--- config.mk ---
export PLATFORM = sky130hd
export DESIGN_NAME = lock_supervisor_flat
export DESIGN_NICKNAME = d
export VERILOG_FILES = /design/src/rtl/lock_supervisor_if.sv /design/src/rtl/lock_supervisor.sv /design/src/flat_wrapper.sv
export SDC_FILE = /design/constraint.sdc
export NUM_CORES = 1
export LEC_CHECK = 0
export ABC_CLOCK_PERIOD_IN_PS = 4170
export BUFFER_PORTS_ARGS = -buffer_cell sky130_fd_sc_hd__buf_2
export CAP_MARGIN = 20
export CORE_UTILIZATION = 55
export DETAILED_ROUTE_END_ITERATION = 10
export PLACE_DENSITY = 0.76
export SLEW_MARGIN = 20
export SYNTH_ARGS = -nofsm -noshare
export SYNTH_HDL_FRONTEND = slang
export SYNTH_SLANG_ARGS = --single-unit
--- constraint.sdc ---
create_clock -name clk -period 4.17 [get_ports clk]
set_input_delay 0.417 -clock clk [delete_from_list [all_inputs] [get_ports clk]]
set_output_delay 0.417 -clock clk [all_outputs]
set_load 0.02 [all_outputs]
--- src/rtl/lock_supervisor_if.sv ---
// Digit handshake between input conditioning and the lock supervisor.
// Master drives a digit and strobe; slave answers with ready.
interface lock_supervisor_if #(
    parameter int DIGIT_W = 4
);
    logic [DIGIT_W-1:0] digit_in;
    logic               digit_valid;
    logic               digit_ready;

    modport master (
        output digit_in,
        output digit_valid,
        input  digit_ready
    );

    modport slave (
        input  digit_in,
        input  digit_valid,
        output digit_ready
    );
endinterface

--- src/rtl/lock_supervisor.sv ---
// Combination-lock sequencer: six-digit entry, failed-attempt lockout,
// and enter-then-confirm reprogramming of the stored code while open.
module lock_supervisor #(
    parameter int NUM_DIGITS     = 6,
    parameter int DIGIT_W        = 4,
    parameter int MAX_FAILS      = 3,
    parameter int LOCKOUT_CYCLES = 50,
    parameter logic [NUM_DIGITS*DIGIT_W-1:0] DEFAULT_CODE = 24'h611371
) (
    input  logic                             clk,
    input  logic                             rst_n,
    lock_supervisor_if.slave                 dif,
    input  logic                             relock,
    input  logic                             prog_req,
    output logic                             open,
    output logic                             locked_out,
    output logic                             prog_done,
    output logic                             prog_err,
    output logic [2:0]                       digit_index,
    output logic [$clog2(MAX_FAILS+1)-1:0]   fail_count,
    output logic [2:0]                       state_out
);

    localparam int FCW = $clog2(MAX_FAILS + 1);
    localparam int TW  = $clog2(LOCKOUT_CYCLES + 1);
    localparam int IW  = 3;

    localparam logic [IW-1:0]  LAST  = IW'(NUM_DIGITS - 1);
    localparam logic [FCW-1:0] FMAX  = FCW'(MAX_FAILS);
    localparam logic [TW-1:0]  TLOAD = TW'(LOCKOUT_CYCLES);
    localparam logic [TW-1:0]  TONE  = TW'(1);

    typedef enum logic [2:0] {
        S_ENTRY = 3'd0,
        S_EVAL  = 3'd1,
        S_OPEN  = 3'd2,
        S_LOCK  = 3'd3,
        S_PROG  = 3'd4,
        S_CONF  = 3'd5
    } state_t;

    state_t                              r_state;
    logic [IW-1:0]                       r_idx;
    logic                                r_mm;
    logic [FCW-1:0]                      r_fail;
    logic [TW-1:0]                       r_timer;
    logic                                r_done;
    logic                                r_err;
    logic [NUM_DIGITS-1:0][DIGIT_W-1:0]  r_code;
    logic [NUM_DIGITS-1:0][DIGIT_W-1:0]  r_shadow;

    logic [IW-1:0]  w_pos;
    logic           w_last;
    logic           w_acc;
    logic           w_diff_code;
    logic           w_diff_sh;
    logic [FCW-1:0] w_fail_inc;

    // Digit 0 lives in the most significant nibble, so the
    // array element is the reversed index.
    assign w_pos       = LAST - r_idx;
    assign w_last      = (r_idx == LAST);
    assign w_acc       = dif.digit_valid & dif.digit_ready;
    assign w_diff_code = (dif.digit_in != r_code[w_pos]);
    assign w_diff_sh   = (dif.digit_in != r_shadow[w_pos]);
    assign w_fail_inc  = r_fail + 1'b1;

    assign dif.digit_ready = (r_state == S_ENTRY) |
                             (r_state == S_PROG)  |
                             (r_state == S_CONF);
    assign open        = (r_state == S_OPEN);
    assign locked_out  = (r_state == S_LOCK);
    assign prog_done   = r_done;
    assign prog_err    = r_err;
    assign digit_index = r_idx;
    assign fail_count  = r_fail;
    assign state_out   = r_state;

    always_ff @(posedge clk or negedge rst_n) begin
        if (!rst_n) begin
            r_state  <= S_ENTRY;
            r_idx    <= '0;
            r_mm     <= 1'b0;
            r_fail   <= '0;
            r_timer  <= '0;
            r_done   <= 1'b0;
            r_err    <= 1'b0;
            r_code   <= DEFAULT_CODE;
            r_shadow <= '0;
        end else begin
            r_done <= 1'b0;
            r_err  <= 1'b0;
            unique case (r_state)
                S_ENTRY: begin
                    if (w_acc) begin
                        r_mm <= r_mm | w_diff_code;
                        if (w_last) begin
                            r_idx   <= '0;
                            r_state <= S_EVAL;
                        end else begin
                            r_idx <= r_idx + 1'b1;
                        end
                    end
                end
                S_EVAL: begin
                    r_mm <= 1'b0;
                    if (!r_mm) begin
                        r_fail  <= '0;
                        r_state <= S_OPEN;
                    end else if (w_fail_inc == FMAX) begin
                        r_fail  <= FMAX;
                        r_timer <= TLOAD;
                        r_state <= S_LOCK;
                    end else begin
                        r_fail  <= w_fail_inc;
                        r_state <= S_ENTRY;
                    end
                end
                S_OPEN: begin
                    if (relock) begin
                        r_state <= S_ENTRY;
                    end else if (prog_req) begin
                        r_idx   <= '0;
                        r_mm    <= 1'b0;
                        r_state <= S_PROG;
                    end
                end
                S_LOCK: begin
                    if (r_timer == TONE) begin
                        r_timer <= '0;
                        r_fail  <= '0;
                        r_state <= S_ENTRY;
                    end else begin
                        r_timer <= r_timer - 1'b1;
                    end
                end
                S_PROG: begin
                    if (relock) begin
                        r_idx   <= '0;
                        r_mm    <= 1'b0;
                        r_state <= S_ENTRY;
                    end else if (w_acc) begin
                        r_shadow[w_pos] <= dif.digit_in;
                        if (w_last) begin
                            r_idx   <= '0;
                            r_state <= S_CONF;
                        end else begin
                            r_idx <= r_idx + 1'b1;
                        end
                    end
                end
                S_CONF: begin
                    if (relock) begin
                        r_idx   <= '0;
                        r_mm    <= 1'b0;
                        r_state <= S_ENTRY;
                    end else if (w_acc) begin
                        if (w_last) begin
                            r_idx   <= '0;
                            r_mm    <= 1'b0;
                            r_state <= S_OPEN;
                            if (!(r_mm | w_diff_sh)) begin
                                r_code <= r_shadow;
                                r_done <= 1'b1;
                            end else begin
                                r_err <= 1'b1;
                            end
                        end else begin
                            r_mm  <= r_mm | w_diff_sh;
                            r_idx <= r_idx + 1'b1;
                        end
                    end
                end
                default: begin
                    r_idx   <= '0;
                    r_mm    <= 1'b0;
                    r_state <= S_ENTRY;
                end
            endcase
        end
    end

endmodule

--- src/flat_wrapper.sv ---
// flat-port wrapper written by rule: the top's interface ports become plain ports
module lock_supervisor_flat 
#(
    parameter int NUM_DIGITS     = 6,
    parameter int DIGIT_W        = 4,
    parameter int MAX_FAILS      = 3,
    parameter int LOCKOUT_CYCLES = 50,
    parameter logic [NUM_DIGITS*DIGIT_W-1:0] DEFAULT_CODE = 24'h611371
)
  (clk, rst_n, relock, prog_req, open, locked_out, prog_done, prog_err, digit_index, fail_count, state_out, dif_digit_in, dif_digit_valid, dif_digit_ready);
  lock_supervisor_if #(.DIGIT_W(DIGIT_W)) dif_i ();
  input  logic clk;
  input  logic rst_n;
  input  logic relock;
  input  logic prog_req;
  output logic open;
  output logic locked_out;
  output logic prog_done;
  output logic prog_err;
  output logic [2:0] digit_index;
  output logic [$clog2(MAX_FAILS+1)-1:0] fail_count;
  output logic [2:0] state_out;
  input wire logic [$bits(dif_i.digit_in)-1:0] dif_digit_in;
  input wire logic [$bits(dif_i.digit_valid)-1:0] dif_digit_valid;
  output wire logic [$bits(dif_i.digit_ready)-1:0] dif_digit_ready;
  assign dif_i.digit_in = dif_digit_in;
  assign dif_i.digit_valid = dif_digit_valid;
  assign dif_digit_ready = dif_i.digit_ready;
  lock_supervisor #(.NUM_DIGITS(NUM_DIGITS), .DIGIT_W(DIGIT_W), .MAX_FAILS(MAX_FAILS), .LOCKOUT_CYCLES(LOCKOUT_CYCLES), .DEFAULT_CODE(DEFAULT_CODE)) u_core (.clk(clk), .rst_n(rst_n), .dif(dif_i), .relock(relock), .prog_req(prog_req), .open(open), .locked_out(locked_out), .prog_done(prog_done), .prog_err(prog_err), .digit_index(digit_index), .fail_count(fail_count), .state_out(state_out));
endmodule
==> run_results.csv, run 1 <==
group,metric,value,unit
timing,finalSetupTns,0,ns
synth,ys_ff_latch,65,
synth,async_reset_ff_share,100.0,%
timing,post-route-period-util,80.76,%
place,place.gp.congestion,0.9337,
clock_tree,tritoncts_clock_tree,"built",
flow_run,maxCapViolations,0,
critical_path,timing.critical_path.from_type,"register",
power,finalPower,2266,µW
critical_path,critical_path_required,4.39,ns
clock_tree,clkSlewWorstSetupHoldPaths,0.07,ns
timing,slew_violations,0,
synth,netlist_instances,286,
synth,netlist.area_leader.share,39.78,%
final_layout,fillCellCount,476,
floorplanning,io_pins,22,
critical_path,r2r_cells,7,
detailed_routing,detail-route-antenna-nets,0,
critical_path,critical_path_arrival,3.58,ns
final_layout,layout.nets,322,
power,power.internal,1445,µW
detailed_routing,wire_per_inst,17.45,µm
floorplanning,floorplan.initialDensity,57.75,%
floorplanning,dieWidth,81.31,µm
place,port_buffers,21,
critical_path,critical-path-max-stage-delay,0.76,ns
timing,setup_viol_count_final,0,
critical_path,crit_path_end_kind,"register",
clock_tree,cts_htree_levels,3,
final_layout,multi_input_comb_area,1700,µm²
timing,worst_pin_slew,0.8111,ns
run_status,result_of_the_run,"finished, final reports clean",
detailed_routing,first_pass_iters,4,
detailed_routing,detail_route.drc_violations,0,
floorplanning,dieHeight,81.31,µm
critical_path,worstPathCellList,"buf_4 -> mux4_2 -> a22oi_2 -> xnor2_1 -> nor2_2 -> nand3_2 -> mux2_4",
power,clkPwrFrac,26.5,%
critical_path,r2r_start,"u_core.digit_index[0]",
synth,synthDominantAreaCellType,"dfrtp_1",
clock_tree,cts-hold-fix-buffers,0,
power,switching_fraction_of_total_power,36.25,%
critical_path,critical_path.reg2reg.endpoint,"u_core.r_code[19]",
synth,synth_enable_flop_cells,0,
power,cellPowerDensity,592.2,nW/µm²
critical_path,worstSetupPathType,"reg -> reg",
clock_tree,clock_path_buffers,2,
timing,final-hold-violation-count,0,
detailed_routing,overall_routed_net_length,6735,µm
clock_tree,clock_sinks,65,
detailed_routing,vias,2286,
timing,post-route-min-period,3.368,ns
power,p_switching,821.5,µW
critical_path,critical_path.max_fanout,24,
timing,max-slew-margin-rel,45.86,%
final_layout,flow.area_growth_from_synthesis,10.63,%
timing,timing.clock.skew,0.01123,ns
detailed_routing,met2RoutedLength,3150,µm
timing,finalWorstSetupSlack,0.8022,ns
timing,rsz0062_at_grt,"no",
detailed_routing,drt_first_iter_violations,111,
synth,count_of_distinct_cell_types_in_the_synthesized_netlist,46,
clock_tree,cts_post_setup_buffers_inserted,0,
synth,synth_warnings,0,
place,dp.final_hpwl,4821,µm
grt,grt-ovfl-total,0,
synth,yosysSeqAreaShare,47.38,%
grt,grt_first_pass_wirelength,11380,µm
power,power.share.sequential,39.1,%
clock_tree,cts_made_buffers,9,
floorplanning,core_area,5991,µm²
final_layout,number_of_antenna_repair_diodes,0,
synth,synth_area_leaders,"dfrtp_1, mux2_2, mux2_4",
synth,synthesis.nets,302,
final_layout,layout-drive-gt1-share,37.62,%
synth,yosysMostFrequentCell,"dfrtp_1",
synth,synth_commonest_cells,"dfrtp_1, mux2_2, mux2_4",
place,post_place_setup_slack,0.7967,ns
power,ir_worst_vdd,0.3404,mV
clock_tree,post_cts_resize_count,0,
synth,ys_dominant_reg_cell,"dfrtp_1",
grt,antenna_found_initial,0,
synth,post_synth_instance_area,3460,µm²
detailed_routing,uppermost_layer_routed,"met4",
timing,max_freq,0.2969,GHz
synth,avgSynthCellArea,12.10,µm²
final_layout,register_area,1639,µm²
power,leakage,0.001820,µW
grt,via_count_of_the_first_global_routing_pass,2199,
critical_path,critPathSlowestCell,"dfrtp_1",
floorplanning,placement_rows,28,
power,pwr-share-comb,34.4,%
detailed_routing,avgViaCountPerCell,5.922,
critical_path,r2r_setup_slack,0.80,ns
min_path,hp-class,"in -> async",
grt,grt_max_degree,37,
clock_tree,clock_latency,0.34,ns
grt,grt_use_total,24.19,%
detailed_routing,route.layer.met1.wl,3120,µm
floorplanning,dieArea,6611,µm²
clock_tree,clock-root-buffer,"clkbuf_8",
detailed_routing,met3RoutedLength,279,µm
==> worst max-delay path: cells and delay by family (launching register included) <==
kind                   cells  cell delay [ns]
multiplexers               2             1.08
AND/OR/NAND/NOR            2             0.84
flip-flops                 1             0.76
buffers and inverters      1             0.30
AO/OA/AOI/OAI              1             0.15
XOR/XNOR                   1             0.11
==> power by group through the flow <==
stage / Combinational, µW / Clock (µW) / Sequential, µW
final: 779 / 601 / 886
after global routing: 857 / 643 / 908
after CTS: 779 / 616 / 886
after detailed placement: 776 / 0 / 897
after global placement: 756 / 0 / 892
after floorplan: 604 / 0 / 869
==> registers in the layout, indices dropped and copies added (netlist names) <==
name and flops:
u_core.digit_index 3, u_core.r_shadow 24, u_core.state_out 3, u_core.prog_err 1, u_core.r_mm 1, u_core.r_code 24, u_core.r_timer 6, u_core.prog_done 1
u_core.fail_count 2
==> how the worst max path moves through the flow <==
stage                                     start                 to  slack [ns]  cells past startpoint
after floorplan           u_core.digit_index[1]  u_core.r_code[11]         1.0                     12
after global placement    u_core.digit_index[0]  u_core.r_code[20]        0.84                      7
after detailed placement  u_core.digit_index[0]  u_core.r_code[17]        0.80                      7
after CTS                 u_core.digit_index[0]  u_core.r_code[17]        0.78                      7
after global routing      u_core.digit_index[0]  u_core.r_code[23]        0.63                      7
final                     u_core.digit_index[0]  u_core.r_code[19]        0.80                      7
==> stage by stage <==
step | instances | cell area [µm²] | utilization [%] | hold WS (ns)
finish | 386 | 3827 | 63.89 | 0.09493
global route | 386 | 3827 | 63.89 | 0.1589
CTS | 386 | 3827 | 63.89 | 0.1126
detailed placement | 370 | 3598 | 60.07 | 0.4835
global placement | 370 | 3598 | 60.07 | 0.4880
floorplan | 286 | 3460 | - | 0.1214
==> layout make-up <==
cell class,instances,area share (%)
Clock buffer,11,3.956
Clock inverter,5,2.027
Inverter,10,0.9807
Multi-Input combinational cell,196,44.43
Sequential cell,65,42.82
Tap cell,75,2.452
Timing Repair Buffer,24,3.334
==> cells in the final DEF (no fill, tap or decap), types with 2 or more instances in the layout <==
master / count
nor3b_1: 2
nand2_1: 19
clkinv_2: 2
a22o_1: 3
a22oi_1: 3
o31ai_1: 2
o21ai_0: 12
buf_4: 3
dfstp_2: 10
inv_1: 10
dfrtp_1: 55
nand2b_1: 8
nor3_1: 4
mux2_4: 20
nor2b_1: 4
o32ai_1: 3
xnor2_1: 6
buf_2: 21
a21oi_1: 9
a22oi_2: 2
nand3_1: 4
or3_1: 4
mux2i_1: 10
o22ai_1: 3
mux4_2: 4
nor2_1: 12
ha_1: 7
mux2_2: 37
clkbuf_8: 11
o211ai_1: 2
bufinv_16: 2
==> cell families after synthesis <==
family,after synthesis,synth area share [%]
compound gates,47,9.440
fa+ha+maj,7,2.532
buf+inv,25,3.472
mux,71,26.22
xor+xnor,6,1.519
flops,65,47.38
simple gates,65,9.440
==> routing by layer <==
metal	global-route usage (%)	up-vias
met5	0	-
met3	6.404	14
met1	32.99	1127
met2	35.67	64
li1	-	1081
met4	11.79	0
No activity file was read; power rests on OpenSTA's default activity.
==> inputs of run 2 (changes only) <==
--- a/config.mk
+++ b/config.mk
@@ -5,7 +5,7 @@
 export SDC_FILE = /design/constraint.sdc
 export NUM_CORES = 1
 export LEC_CHECK = 0
-export ABC_CLOCK_PERIOD_IN_PS = 4170
+export ABC_CLOCK_PERIOD_IN_PS = 3150
 export BUFFER_PORTS_ARGS = -buffer_cell sky130_fd_sc_hd__buf_2
 export CAP_MARGIN = 20
 export CORE_UTILIZATION = 55
==> constraint.sdc (replaced) <==
create_clock -name clk -period 3.15 [get_ports clk]
set_input_delay 0.315 -clock clk [delete_from_list [all_inputs] [get_ports clk]]
set_output_delay 0.315 -clock clk [all_outputs]
set_load 0.02 [all_outputs]
==> run 2 against run 1 <==
Compared with the run above:
- core utilization up 0.21 points
- final cell count is 1.3% higher
- clock skew is 0.00059 ns higher
- worst setup slack worse by 0.55 ns
==> run_results.csv, run 2 (synthesis gave the netlist of run 1 again) <==
group,metric,value,unit
critical_path,worstPathCellList,"inv_1 -> ha_1 -> nand2_1 -> nor2_1 -> or3_1 -> a211oi_2 -> nand3_2 -> buf_12 -> mux2_4",
clock_tree,clock_latency,0.35,ns
clock_tree,tritoncts_clock_tree,"built",
final_layout,postLayoutCellArea,3840,µm²
timing,worst_pin_slew,0.5940,ns
critical_path,critical_path_required,3.38,ns
clock_tree,cts_made_buffers,9,
clock_tree,clkSlewWorstSetupHoldPaths,0.07,ns
critical_path,r2r_cells,9,
final_layout,most-common-layout-cells,"dfrtp_1, mux2_2, buf_2",
critical_path,crit_path_end_kind,"register",
timing,setup_viol_count_final,0,
detailed_routing,detail-route-antenna-nets,0,
place,port_buffers,21,
final_layout,most_common_library_cell_in_the_layout_ignoring_fill_and_taps,"dfrtp_1",
clock_tree,cts_htree_levels,3,
detailed_routing,drt_first_iter_violations,131,
grt,grt_first_pass_wirelength,11340,µm
critical_path,worstSetupPathType,"reg -> reg",
grt,grt_use_total,23.88,%
critical_path,critPathSlowestCell,"dfrtp_1",
power,cellPowerDensity,761.4,nW/µm²
detailed_routing,vias,2271,
place,place.gp.congestion,0.8576,
floorplanning,placement_rows,28,
critical_path,critical_path.reg2reg.endpoint,"u_core.r_code[7]",
critical_path,worst_path_dominant_cell_family,"simple AND/OR/NAND/NOR gates",
critical_path,critical_path.max_fanout,16,
power,leakage,0.001826,µW
critical_path,critical_path_buf_inv_count,2,
critical_path,timing.critical_path.from_type,"register",
clock_tree,clock_path_buffers,2,
final_layout,biggestRegsByFlops,"u_core.r_code: 24 flops, u_core.r_shadow: 24 flops, u_core.r_timer: 6 flops",
floorplanning,core_area,5991,µm²
detailed_routing,overall_routed_net_length,6869,µm
critical_path,critical_path_depth,9,
grt,grt_max_degree,41,
critical_path,critical-path-max-stage-delay,0.39,ns
power,ir_worst_vdd,0.4502,mV
final_layout,layout.nets,327,
detailed_routing,avgViaCountPerCell,5.808,
critical_path,setup.worst_path.start,"u_core.digit_index[2]",
floorplanning,dieWidth,81.31,µm
grt,grt-ovfl-total,0,
critical_path,r2r_start,"u_core.digit_index[2]",
grt,antenna_found_initial,0,
timing,max-slew-margin-rel,60.25,%
timing,final-hold-violation-count,0,
floorplanning,io_pins,22,
floorplanning,dieHeight,81.31,µm
place,dp.final_hpwl,4928,µm
critical_path,worstSetupEndpoint,"u_core.r_code[7]",
critical_path,r2r_setup_slack,0.25,ns
timing,slew_violations,0,
place,placedInstanceArea,3641,µm²
timing,post-route-min-period,2.899,ns
final_layout,number_of_antenna_repair_diodes,0,
final_layout,layout-drive-gt1-share,38.29,%
timing,timing.clock.skew,0.01182,ns
floorplanning,floorplan.initialDensity,57.75,%
grt,via_count_of_the_first_global_routing_pass,2248,
min_path,hp-class,"in -> reg",
timing,rsz0062_at_grt,"no",
timing,max_freq,0.3449,GHz
detailed_routing,detail_route.drc_violations,0,
final_layout,flow.area_growth_from_synthesis,10.99,%
timing,finalSetupTns,0,ns
clock_tree,clock_sinks,65,
min_path,min-delay-start,"dif_digit_valid",
detailed_routing,wire_per_inst,17.57,µm
critical_path,critical_path_arrival,3.13,ns
floorplanning,dieArea,6611,µm²
timing,post-route-period-util,92.05,%
flow_run,maxCapViolations,0,
run_status,result_of_the_run,"finished, final reports clean",
clock_tree,clock-root-buffer,"clkbuf_8",
detailed_routing,first_pass_iters,4,
==> run 2: changes by cell type in the layout (fill, tap and decap cells not counted), sizes merged <==
cell         change
clkinv           +1
dlygate4sd3      +1
clkbuf           -1
bufinv           -1
clkinvlp         +1
buf              +4
==> run 2: cell type report <==
| cell class | instances | area, µm² |
|---|---|---|
| tap | 75 | 93.84 |
| inverter | 10 | 37.54 |
| timing repair buffer | 29 | 180.2 |
| clock buffer | 10 | 127.6 |
| sequential | 65 | 1640 |
| clock inverter | 6 | 60.06 |
| multi-input combinational | 196 | 1700 |
| fill | 446 | 2151 |
==> run 2: report_power, final <==
group / leakage, µW / switching [µW] / internal, µW
Sequential: 0.000848 / 188 / 989
Clock: 0.0000920 / 311 / 361
Combinational: 0.000886 / 603 / 472
==> run 2: routing by layer <==
metal,track usage (%),vias up,part of all wire [%]
met5,0,-,0
met4,9.286,0,2.4
met3,6.067,13,4.3
met2,34.50,64,44
met1,34.29,1118,49
li1,-,1076,-
==> run 2: stage by stage <==
stage / total power [µW] / hold WS, ns / std cells / worst slack (ns) / util (%)
final: 2924 / 0.3117 / 391 / 0.2505 / 64.10
after floorplan: 1953 / 0.01941 / 286 / 0.04669 / -
after CTS: 2939 / 0.2912 / 391 / 0.1942 / 64.08
after global placement: 2225 / 0.3429 / 374 / 0.3042 / 60.78
after detailed placement: 2255 / 0.3483 / 374 / 0.2113 / 60.78
after global routing: 3113 / 0.3241 / 391 / 0.08760 / 64.10
==> run 2: what timing repair did <==
action | in CTS | in global routing
endpoints found under the setup margin | 0 | 6
gates resized for setup | 0 | 1
hold buffers | 1 | 0
buffers inserted | 0 | 0
hold endpoints to repair | 22 | 0
==> run 2: how the worst min path moves through the flow <==
stage                                        to  slack (ns)  depth (start not counted)
after global routing      u_core.digit_index[1]        0.32                          2
after floorplan           u_core.digit_index[0]        0.02                          0
after CTS                 u_core.digit_index[1]        0.29                          2
after global placement        u_core.r_timer[2]        0.34                          1
final                     u_core.digit_index[1]        0.31                          2
after detailed placement      u_core.r_timer[2]        0.35                          1
==> run 2: worst register-to-register path: stages (launching register included) <==
cell and delay, ns:
dfrtp_1 0.39, inv_1 0.12, ha_1 0.33, nand2_1 0.19
nor2_1 0.08, or3_1 0.39, a211oi_2 0.33, nand3_2 0.36
buf_12 0.29, mux2_4 0.30
